--- src/rtl/demux_32_1_2_buf.sv ---
// Registered 1-to-2 demultiplexer: each input word is steered by Sel into one of
// two independent FIFOs (A/B), each drained through its own valid/ready port.

module demux_32_1_2_buf_fifo #(
  parameter int WIDTH = 32,
  parameter int DEPTH = 2,
  parameter int AW    = $clog2(DEPTH)
) (
  input  logic             clk,
  input  logic             rst_n,
  input  logic             push,
  input  logic             pop_req,
  input  logic [WIDTH-1:0] din,
  output logic [WIDTH-1:0] dout,
  output logic             valid,
  output logic             full,
  output logic [AW:0]      cnt
);

  localparam logic [AW:0] FULL_CNT = (AW+1)'(DEPTH);

  logic [WIDTH-1:0] mem [DEPTH];
  logic [AW-1:0]    wr_ptr_q, wr_ptr_d;
  logic [AW-1:0]    rd_ptr_q, rd_ptr_d;
  logic [AW:0]      cnt_q, cnt_d;
  logic             pop;

  // Popping an empty FIFO is ignored so the count can never underflow.
  assign pop   = pop_req && valid;
  assign valid = (cnt_q != '0);
  assign full  = (cnt_q == FULL_CNT);
  assign cnt   = cnt_q;
  assign dout  = valid ? mem[rd_ptr_q] : '0;

  always_comb begin
    wr_ptr_d = wr_ptr_q;
    rd_ptr_d = rd_ptr_q;
    cnt_d    = cnt_q;
    if (push) wr_ptr_d = wr_ptr_q + AW'(1);
    if (pop)  rd_ptr_d = rd_ptr_q + AW'(1);
    if (push && !pop)      cnt_d = cnt_q + (AW+1)'(1);
    else if (pop && !push) cnt_d = cnt_q - (AW+1)'(1);
  end

  always_ff @(posedge clk or negedge rst_n) begin
    if (!rst_n) begin
      wr_ptr_q <= '0;
      rd_ptr_q <= '0;
      cnt_q    <= '0;
    end else begin
      wr_ptr_q <= wr_ptr_d;
      rd_ptr_q <= rd_ptr_d;
      cnt_q    <= cnt_d;
    end
  end

  // Storage is left unreset; dout is gated by valid so stale words never leak out.
  always_ff @(posedge clk) begin
    if (push) mem[wr_ptr_q] <= din;
  end

endmodule

module demux_32_1_2_buf #(
  parameter int WIDTH = 32,
  parameter int DEPTH = 2,
  localparam int AW   = $clog2(DEPTH)
) (
  input  logic             clk,
  input  logic             rst_n,
  input  logic [WIDTH-1:0] I,
  input  logic             Sel,
  input  logic             in_valid,
  output logic             in_ready,
  output logic [WIDTH-1:0] OA,
  output logic             OA_valid,
  input  logic             OA_ready,
  output logic [WIDTH-1:0] OB,
  output logic             OB_valid,
  input  logic             OB_ready,
  output logic [AW:0]      cnt_a,
  output logic [AW:0]      cnt_b
);

  logic full_a, full_b;
  logic push_a, push_b;

  // Readiness depends only on Sel and registered counts, never on the consumer readies.
  assign in_ready = Sel ? !full_b : !full_a;
  assign push_a   = in_valid && in_ready && !Sel;
  assign push_b   = in_valid && in_ready &&  Sel;

  demux_32_1_2_buf_fifo #(.WIDTH(WIDTH), .DEPTH(DEPTH), .AW(AW)) u_fifo_a (
    .clk     (clk),
    .rst_n   (rst_n),
    .push    (push_a),
    .pop_req (OA_ready),
    .din     (I),
    .dout    (OA),
    .valid   (OA_valid),
    .full    (full_a),
    .cnt     (cnt_a)
  );

  demux_32_1_2_buf_fifo #(.WIDTH(WIDTH), .DEPTH(DEPTH), .AW(AW)) u_fifo_b (
    .clk     (clk),
    .rst_n   (rst_n),
    .push    (push_b),
    .pop_req (OB_ready),
    .din     (I),
    .dout    (OB),
    .valid   (OB_valid),
    .full    (full_b),
    .cnt     (cnt_b)
  );

endmodule

--- config.mk ---
export PLATFORM = sky130hd
export DESIGN_NAME = demux_32_1_2_buf
export DESIGN_NICKNAME = d
export VERILOG_FILES = /design/src/rtl/demux_32_1_2_buf.sv
export SDC_FILE = /design/constraint.sdc
export NUM_CORES = 1
export LEC_CHECK = 0
export CAP_MARGIN = 20
export CORE_MARGIN = 2
export CORE_UTILIZATION = 45
export DETAILED_ROUTE_END_ITERATION = 8
export MAX_ROUTING_LAYER = met4
export PLACE_DENSITY = 0.74
export SYNTH_ARGS = -nofsm -noshare
export SYNTH_HDL_FRONTEND = slang
export SYNTH_SLANG_ARGS = --single-unit
--- constraint.sdc ---
create_clock -name clk -period 5.4 [get_ports clk]
set_input_delay 1.08 -clock clk [delete_from_list [all_inputs] [get_ports clk]]
set_output_delay 1.08 -clock clk [all_outputs]
set_load 0.01 [all_outputs]
==> impl_metrics.env, run 1 <==
export IMPL_power_leakage_uw=0.00258
export IMPL_comb_power_share=0.341
export IMPL_yosysTopAreaCellShare=0.730
export IMPL_path_max_fanout=33
export IMPL_status="complete, no violations"
export IMPL_max_freq_ghz=0.285
export IMPL_crit_slowest_cell="dfrtp_2"
export IMPL_n_antenna_cell=0
export IMPL_cts_post_setup_buffers_inserted=0
export IMPL_globalRouteTotalUtil=0.165
export IMPL_clkPwrFrac=0.273
export IMPL_cts_sinks=136
export IMPL_cts_resized=0
export IMPL_rsz0062_at_grt="no"
export IMPL_hp_class="flip-flop to flip-flop"
export IMPL_synth_cells=308
export IMPL_remaining_drc_errors=0
export IMPL_ctsHtreeMaxLevel=4
export IMPL_dpl_hpwl_um=5550
export IMPL_first_pass_iters=4
export IMPL_tightest_slew_ps=1100
export IMPL_core_mm2=0.0114
export IMPL_clockBufferDepth=2
export IMPL_synthFlopType="edfxtp_1"
export IMPL_numCtsBuffers=17
export IMPL_die_h_um=112
export IMPL_antenna_found_initial=0
export IMPL_synth_area_mm2=0.00527
export IMPL_critPathTopFamily="flip-flops"
export IMPL_grt_max_degree=34
export IMPL_via_per_inst=4.95
export IMPL_max_cap_violations=0
export IMPL_ys_ff_latch=136
export IMPL_arrival_ps=2430
export IMPL_period_share=0.651
export IMPL_slew_headroom=0.269
export IMPL_io_buffers=108
export IMPL_clk_pin_slew_ps=50
export IMPL_powerDensity_mw_per_mm2=564
export IMPL_switching_share=0.305
export IMPL_finalClockSkew_ps=5.96
export IMPL_critPathKind="flip-flop to output pin"
export IMPL_cts_tree="built"
export IMPL_synth_top_cell_by_area="edfxtp_1"
export IMPL_drive_gt1_frac=0.101
export IMPL_cp_data_required_time_ps=4320
export IMPL_vias=2861
export IMPL_netlist_top_cells_count="edfxtp_1, nor2_1, mux2i_1"
export IMPL_wl_per_cell_um=16.9
export IMPL_ys_seq_area_frac=0.768
export IMPL_yosysWarnings=0
export IMPL_insertion_delay_ps=410
export IMPL_totalWireLength_um=9780
export IMPL_internal_power_uw=2750
export IMPL_final_nets=462
export IMPL_peakVddDrop_uv=252
export IMPL_syn_num_nets=348
export IMPL_ios=109
export IMPL_finalSetupViolations=0
export IMPL_critPathLaunchType="flip-flop"
export IMPL_grt_pass1_wl_um=15200
export IMPL_finalHoldViolCount=0
export IMPL_crit_chain="mux2i_1 -> nor2_1 -> clkdlybuf4s50_1"
export IMPL_root_buffer="clkbuf_16"
export IMPL_rows=39
export IMPL_postCtsHoldBufs=0
export IMPL_synth_cell_types=20
export IMPL_p_seq_frac=0.386
export IMPL_fp_dieW_um=112
export IMPL_end_kind="output pin"
export IMPL_power_switching_uw=1210
export IMPL_maxSlewViolCount=0
export IMPL_synth_area_leaders="edfxtp_1, mux2i_1, nor2_1, dfrtp_1, buf_6"
export IMPL_max_stage_delay_ps=1090
export IMPL_async_flop_share=0.0588
export IMPL_holdWs_ps=567
export IMPL_areaGrowthSynthToFinish_pct=33.4
export IMPL_final_setup_tns_ps=0
export IMPL_grt_pass1_vias=2975
export IMPL_drt_first_iter_violations=137
export IMPL_path_buf_inv=1
export IMPL_place_gp_congestion=0.711
export IMPL_initial_utilization=0.461
export IMPL_period_minus_slack_ps=3510
export IMPL_die_area_mm2=0.0126
export IMPL_postRouteAntennaNets=0
export IMPL_final_util=0.615
export IMPL_syn_mean_instance_area_um2=17.1
export IMPL_synth_edf_count=128
export IMPL_gr_total_overflow=0
export IMPL_synth_most_common_cell="edfxtp_1"
-- worst reg2reg max path, stage by stage, from the launching register on --
cell and delay [ps]:
dfrtp_1 460, nor2_4 770, inv_2 70, nand2_1 150, ha_1 180, xor2_1 160
nor2_1 60, xor2_1 130
-- layout make-up --
type                       count  area [µm²]
timing repair buffer         109        1110
multi-input combinational    155        1120
inverter                       3        11.3
fill                         883        4390
clock inverter                14         133
tap                          143         179
sequential                   136        4050
clock buffer                  18         429
-- routing by layer --
metal / track usage / vias to the layer above / wire length [µm]
li1: - / 1356 / -
met1: 0.198 / 1401 / 4260
met2: 0.272 / 88 / 4830
met3: 0.0427 / 16 / 526
met4: 0.0618 / 0 / 158
met5: - / - / 0
-- worst paths after layout --
path	from	to	slack [ps]	cells after the start
hold / removal	u_fifo_a.wr_ptr_q	u_fifo_a.wr_ptr_q	570	1
hold reg to reg	u_fifo_a.wr_ptr_q	u_fifo_a.wr_ptr_q	570	1
setup reg to reg	u_fifo_a.cnt[0]	u_fifo_a.cnt[1]	3300	7
max in group asynchronous	rst_n	u_fifo_a.rd_ptr_q	4160	1
min in group asynchronous	rst_n	u_fifo_b.wr_ptr_q	950	1
setup / recovery	u_fifo_a.rd_ptr_q	OA[25]	1890	3
-- through the flow --
step	area (µm²)	worst slack, ps	std cells	power [µW]
finish	7030	1890	578	3960
global route	7030	1760	578	4140
CTS	7000	1870	577	3990
detailed placement	6440	1940	545	2910
global placement	6440	1940	545	2890
floorplan	5270	2290	308	2190
-- state kept, by name, summed over array words and instances (netlist names) --
name	cells
u_fifo_b.cnt	2
u_fifo_b.wr_ptr_q	1
u_fifo_b.mem	64
u_fifo_a.wr_ptr_q	1
u_fifo_b.rd_ptr_q	1
u_fifo_a.mem	64
u_fifo_a.rd_ptr_q	1
u_fifo_a.cnt	2
-- cells in the final DEF (no fill, tap or decap) --
| cell type | Yosys | final |
|---|---|---|
| nand2b_1 | 2 | 2 |
| bufinv_16 | 0 | 2 |
| ha_1 | 2 | 2 |
| edfxtp_1 | 128 | 128 |
| and2_2 | 0 | 2 |
| nor2_4 | 0 | 3 |
| dfrtp_1 | 8 | 6 |
| buf_16 | 0 | 1 |
| inv_2 | 3 | 3 |
| clkinv_1 | 0 | 3 |
| and3_4 | 1 | 1 |
| clkinv_2 | 0 | 3 |
| clkbuf_1 | 0 | 1 |
| nor2_1 | 67 | 66 |
| inv_6 | 0 | 1 |
| xnor2_1 | 5 | 5 |
| mux2i_1 | 64 | 64 |
| nand3b_2 | 1 | 1 |
| mux2_2 | 1 | 1 |
| nand2_1 | 2 | 2 |
| and2b_2 | 0 | 1 |
| clkinvlp_4 | 0 | 5 |
| clkdlybuf4s50_1 | 0 | 108 |
| xor2_2 | 1 | 1 |
| dfrtp_2 | 0 | 2 |
| xor2_1 | 4 | 4 |
| clkbuf_16 | 0 | 17 |
-- cell families (layout without fill, tap and decap cells) --
logic type,after synthesis,after routing,share of synthesized area
XOR/XNOR,10,10,0.0181
adder cells (fa/ha/maj),2,2,0.00475
buffers and inverters,17,144,0.0235
flip-flops,136,136,0.768
multiplexers,65,65,0.124
AND/OR/NAND/NOR,78,78,0.0620
-- power groups by stage --
| stage | clock [µW] | combinational [µW] | sequential, µW |
|---|---|---|---|
| after floorplan | 0 | 791 | 1400 |
| after global placement | 0 | 1340 | 1550 |
| after detailed placement | 0 | 1360 | 1550 |
| after CTS | 1090 | 1370 | 1530 |
| after global routing | 1140 | 1440 | 1550 |
| final | 1080 | 1350 | 1530 |
Note: power is estimated with default switching activity, not from simulation.
==> run 2, diff against run 1 <==
==> constraint.sdc (replaced) <==
create_clock -name clk -period 3.3 [get_ports clk]
set_input_delay 0.66 -clock clk [delete_from_list [all_inputs] [get_ports clk]]
set_output_delay 0.66 -clock clk [all_outputs]
set_load 0.01 [all_outputs]
==> run 2 against run 1 <==
  * Die area stayed put
  * Largest power group is now combinational logic
  * Largest cell class unchanged
  * Highest routed layer unchanged
  * Final area rose by 2.2%
  * Hold slack lost 40 ps
  * Core utilization is 1.4 points higher
  * Sequential power grew 55%
  * Register-to-register slack got worse by 2100 ps
==> impl_metrics.env, run 2 (synthesized netlist as in run 1, its figures left out) <==
export IMPL_status="complete, no violations"
export IMPL_dpl_hpwl_um=6630
export IMPL_root_buffer="clkbuf_16"
export IMPL_critPathKind="flip-flop to output pin"
export IMPL_postCtsHoldBufs=0
export IMPL_crit_cells=4
export IMPL_grt_pass1_wl_um=15900
export IMPL_final_setup_tns_ps=0
export IMPL_finalSetupViolations=0
export IMPL_cts_sinks=136
export IMPL_rows=39
export IMPL_rsz0062_at_grt="no"
export IMPL_slew_headroom=0.585
export IMPL_drive_gt1_frac=0.130
export IMPL_clockBufferDepth=2
export IMPL_hp_class="flip-flop to flip-flop"
export IMPL_io_buffers=108
export IMPL_power_leakage_uw=0.00267
export IMPL_globalRouteTotalUtil=0.172
export IMPL_first_pass_iters=5
export IMPL_die_area_mm2=0.0126
export IMPL_remaining_drc_errors=0
export IMPL_place_gp_congestion=0.730
export IMPL_path_max_fanout=21
export IMPL_gr_total_overflow=0
export IMPL_maxSlewViolCount=0
export IMPL_crit_chain="nor2_4 -> buf_4 -> nor2_1 -> clkdlybuf4s50_1"
export IMPL_vias=2910
export IMPL_arrival_ps=2250
export IMPL_dr_wl_met3_um=529
export IMPL_final_nets=473
export IMPL_cp_endpoint="OA[24]"
export IMPL_crit_slowest_cell="nor2_4"
export IMPL_met2_length_um=5310
export IMPL_highest_signal_layer="met4"
export IMPL_reg_top3="u_fifo_a.mem: 64 flops, u_fifo_b.mem: 64 flops"
export IMPL_grt_pass1_vias=3045
export IMPL_crit_start="u_fifo_a.cnt[0]"
export IMPL_die_h_um=112
export IMPL_ios=109
export IMPL_core_mm2=0.0114
export IMPL_r2r_slack_ps=1200
export IMPL_seq_area_mm2=0.00405
export IMPL_fp_dieW_um=112
export IMPL_path_buf_inv=2
export IMPL_rr_endpoint="u_fifo_a.cnt[1]"
export IMPL_layout_cells_most_common="edfxtp_1"
export IMPL_numCtsBuffers=17
export IMPL_rr_worst_depth=7
export IMPL_fillCellCount=840
export IMPL_cts_post_setup_buffers_inserted=0
export IMPL_max_cap_violations=0
export IMPL_dpl_instance_area_mm2=0.00657
export IMPL_final_cell_mix="edfxtp_1, clkdlybuf4s50_1, nor2_1, mux2i_1, clkbuf_16"
export IMPL_areaGrowthSynthToFinish_pct=36.4
export IMPL_clk_pin_slew_ps=60
export IMPL_period_share=0.881
export IMPL_grt_max_degree=22
export IMPL_final_util=0.629
export IMPL_tightest_slew_ps=622
export IMPL_cts_resized=0
export IMPL_rr_startpoint="u_fifo_a.cnt[0]"
export IMPL_cts_tree="built"
export IMPL_peakVddDrop_uv=520
export IMPL_n_antenna_cell=0
export IMPL_cp_data_required_time_ps=2640
export IMPL_postRouteAntennaNets=0
export IMPL_critPathTopFamily="buffers and inverters"
export IMPL_insertion_delay_ps=410
export IMPL_via_per_inst=4.94
export IMPL_totalWireLength_um=10300
export IMPL_period_minus_slack_ps=2910
export IMPL_finalHoldViolCount=0
export IMPL_finalClockSkew_ps=11.2
export IMPL_antenna_found_initial=0
export IMPL_ctsHtreeMaxLevel=4
export IMPL_drt_first_iter_violations=143
export IMPL_wl_met1_um=4360
export IMPL_powerDensity_mw_per_mm2=937
export IMPL_totalPowerFinal_uw=6730
export IMPL_critPathLaunchType="flip-flop"
export IMPL_initial_utilization=0.461
export IMPL_max_stage_delay_ps=500
export IMPL_multi_input_area_mm2=0.00112
export IMPL_wl_per_cell_um=17.4
export IMPL_max_freq_ghz=0.344
export IMPL_fin_area_mm2=0.00718
export IMPL_end_kind="output pin"
[run 2: worst min path at each step]
stage	slack, ps	depth (start not counted)	from	endpoint
floorplan	360	0	rst_n	u_fifo_a.cnt[0]
global placement	500	1	u_fifo_b.wr_ptr_q	u_fifo_b.wr_ptr_q
detailed placement	510	1	u_fifo_b.wr_ptr_q	u_fifo_b.wr_ptr_q
CTS	530	1	u_fifo_b.wr_ptr_q	u_fifo_b.wr_ptr_q
global route	550	1	u_fifo_b.wr_ptr_q	u_fifo_b.wr_ptr_q
finish	530	1	u_fifo_b.wr_ptr_q	u_fifo_b.wr_ptr_q
[run 2: per-layer routing]
metal | up-vias | global-route usage
met5 | - | -
met4 | 0 | 0.0528
met3 | 11 | 0.0448
met2 | 97 | 0.290
met1 | 1424 | 0.205
li1 | 1378 | -
[run 2: final cells by class]
class	instances	share of cell area
clock buffers	17	0.0592
clock inverters	15	0.0267
inverters	3	0.00157
multi-input cells	155	0.156
flip-flops and latches	136	0.563
well taps	143	0.0249
repair buffers	120	0.168
[run 2: where the power goes]
| group | total, µW | internal (µW) | leakage, µW | switching [µW] |
|---|---|---|---|---|
| clock | 1940 | 1210 | 0.000292 | 737 |
| sequential | 2370 | 2170 | 0.00126 | 200 |
| combinational | 2420 | 1290 | 0.00112 | 1130 |
[run 2: stage by stage]
stage / worst slack (ps) / hold slack (ps) / instances
3_5_place_dp: 659 / 513 / 557
5_1_grt: 239 / 554 / 589
4_1_cts: 327 / 528 / 589
3_3_place_gp: 669 / 501 / 557
2_1_floorplan: 613 / 364 / 308
6_report: 393 / 528 / 589
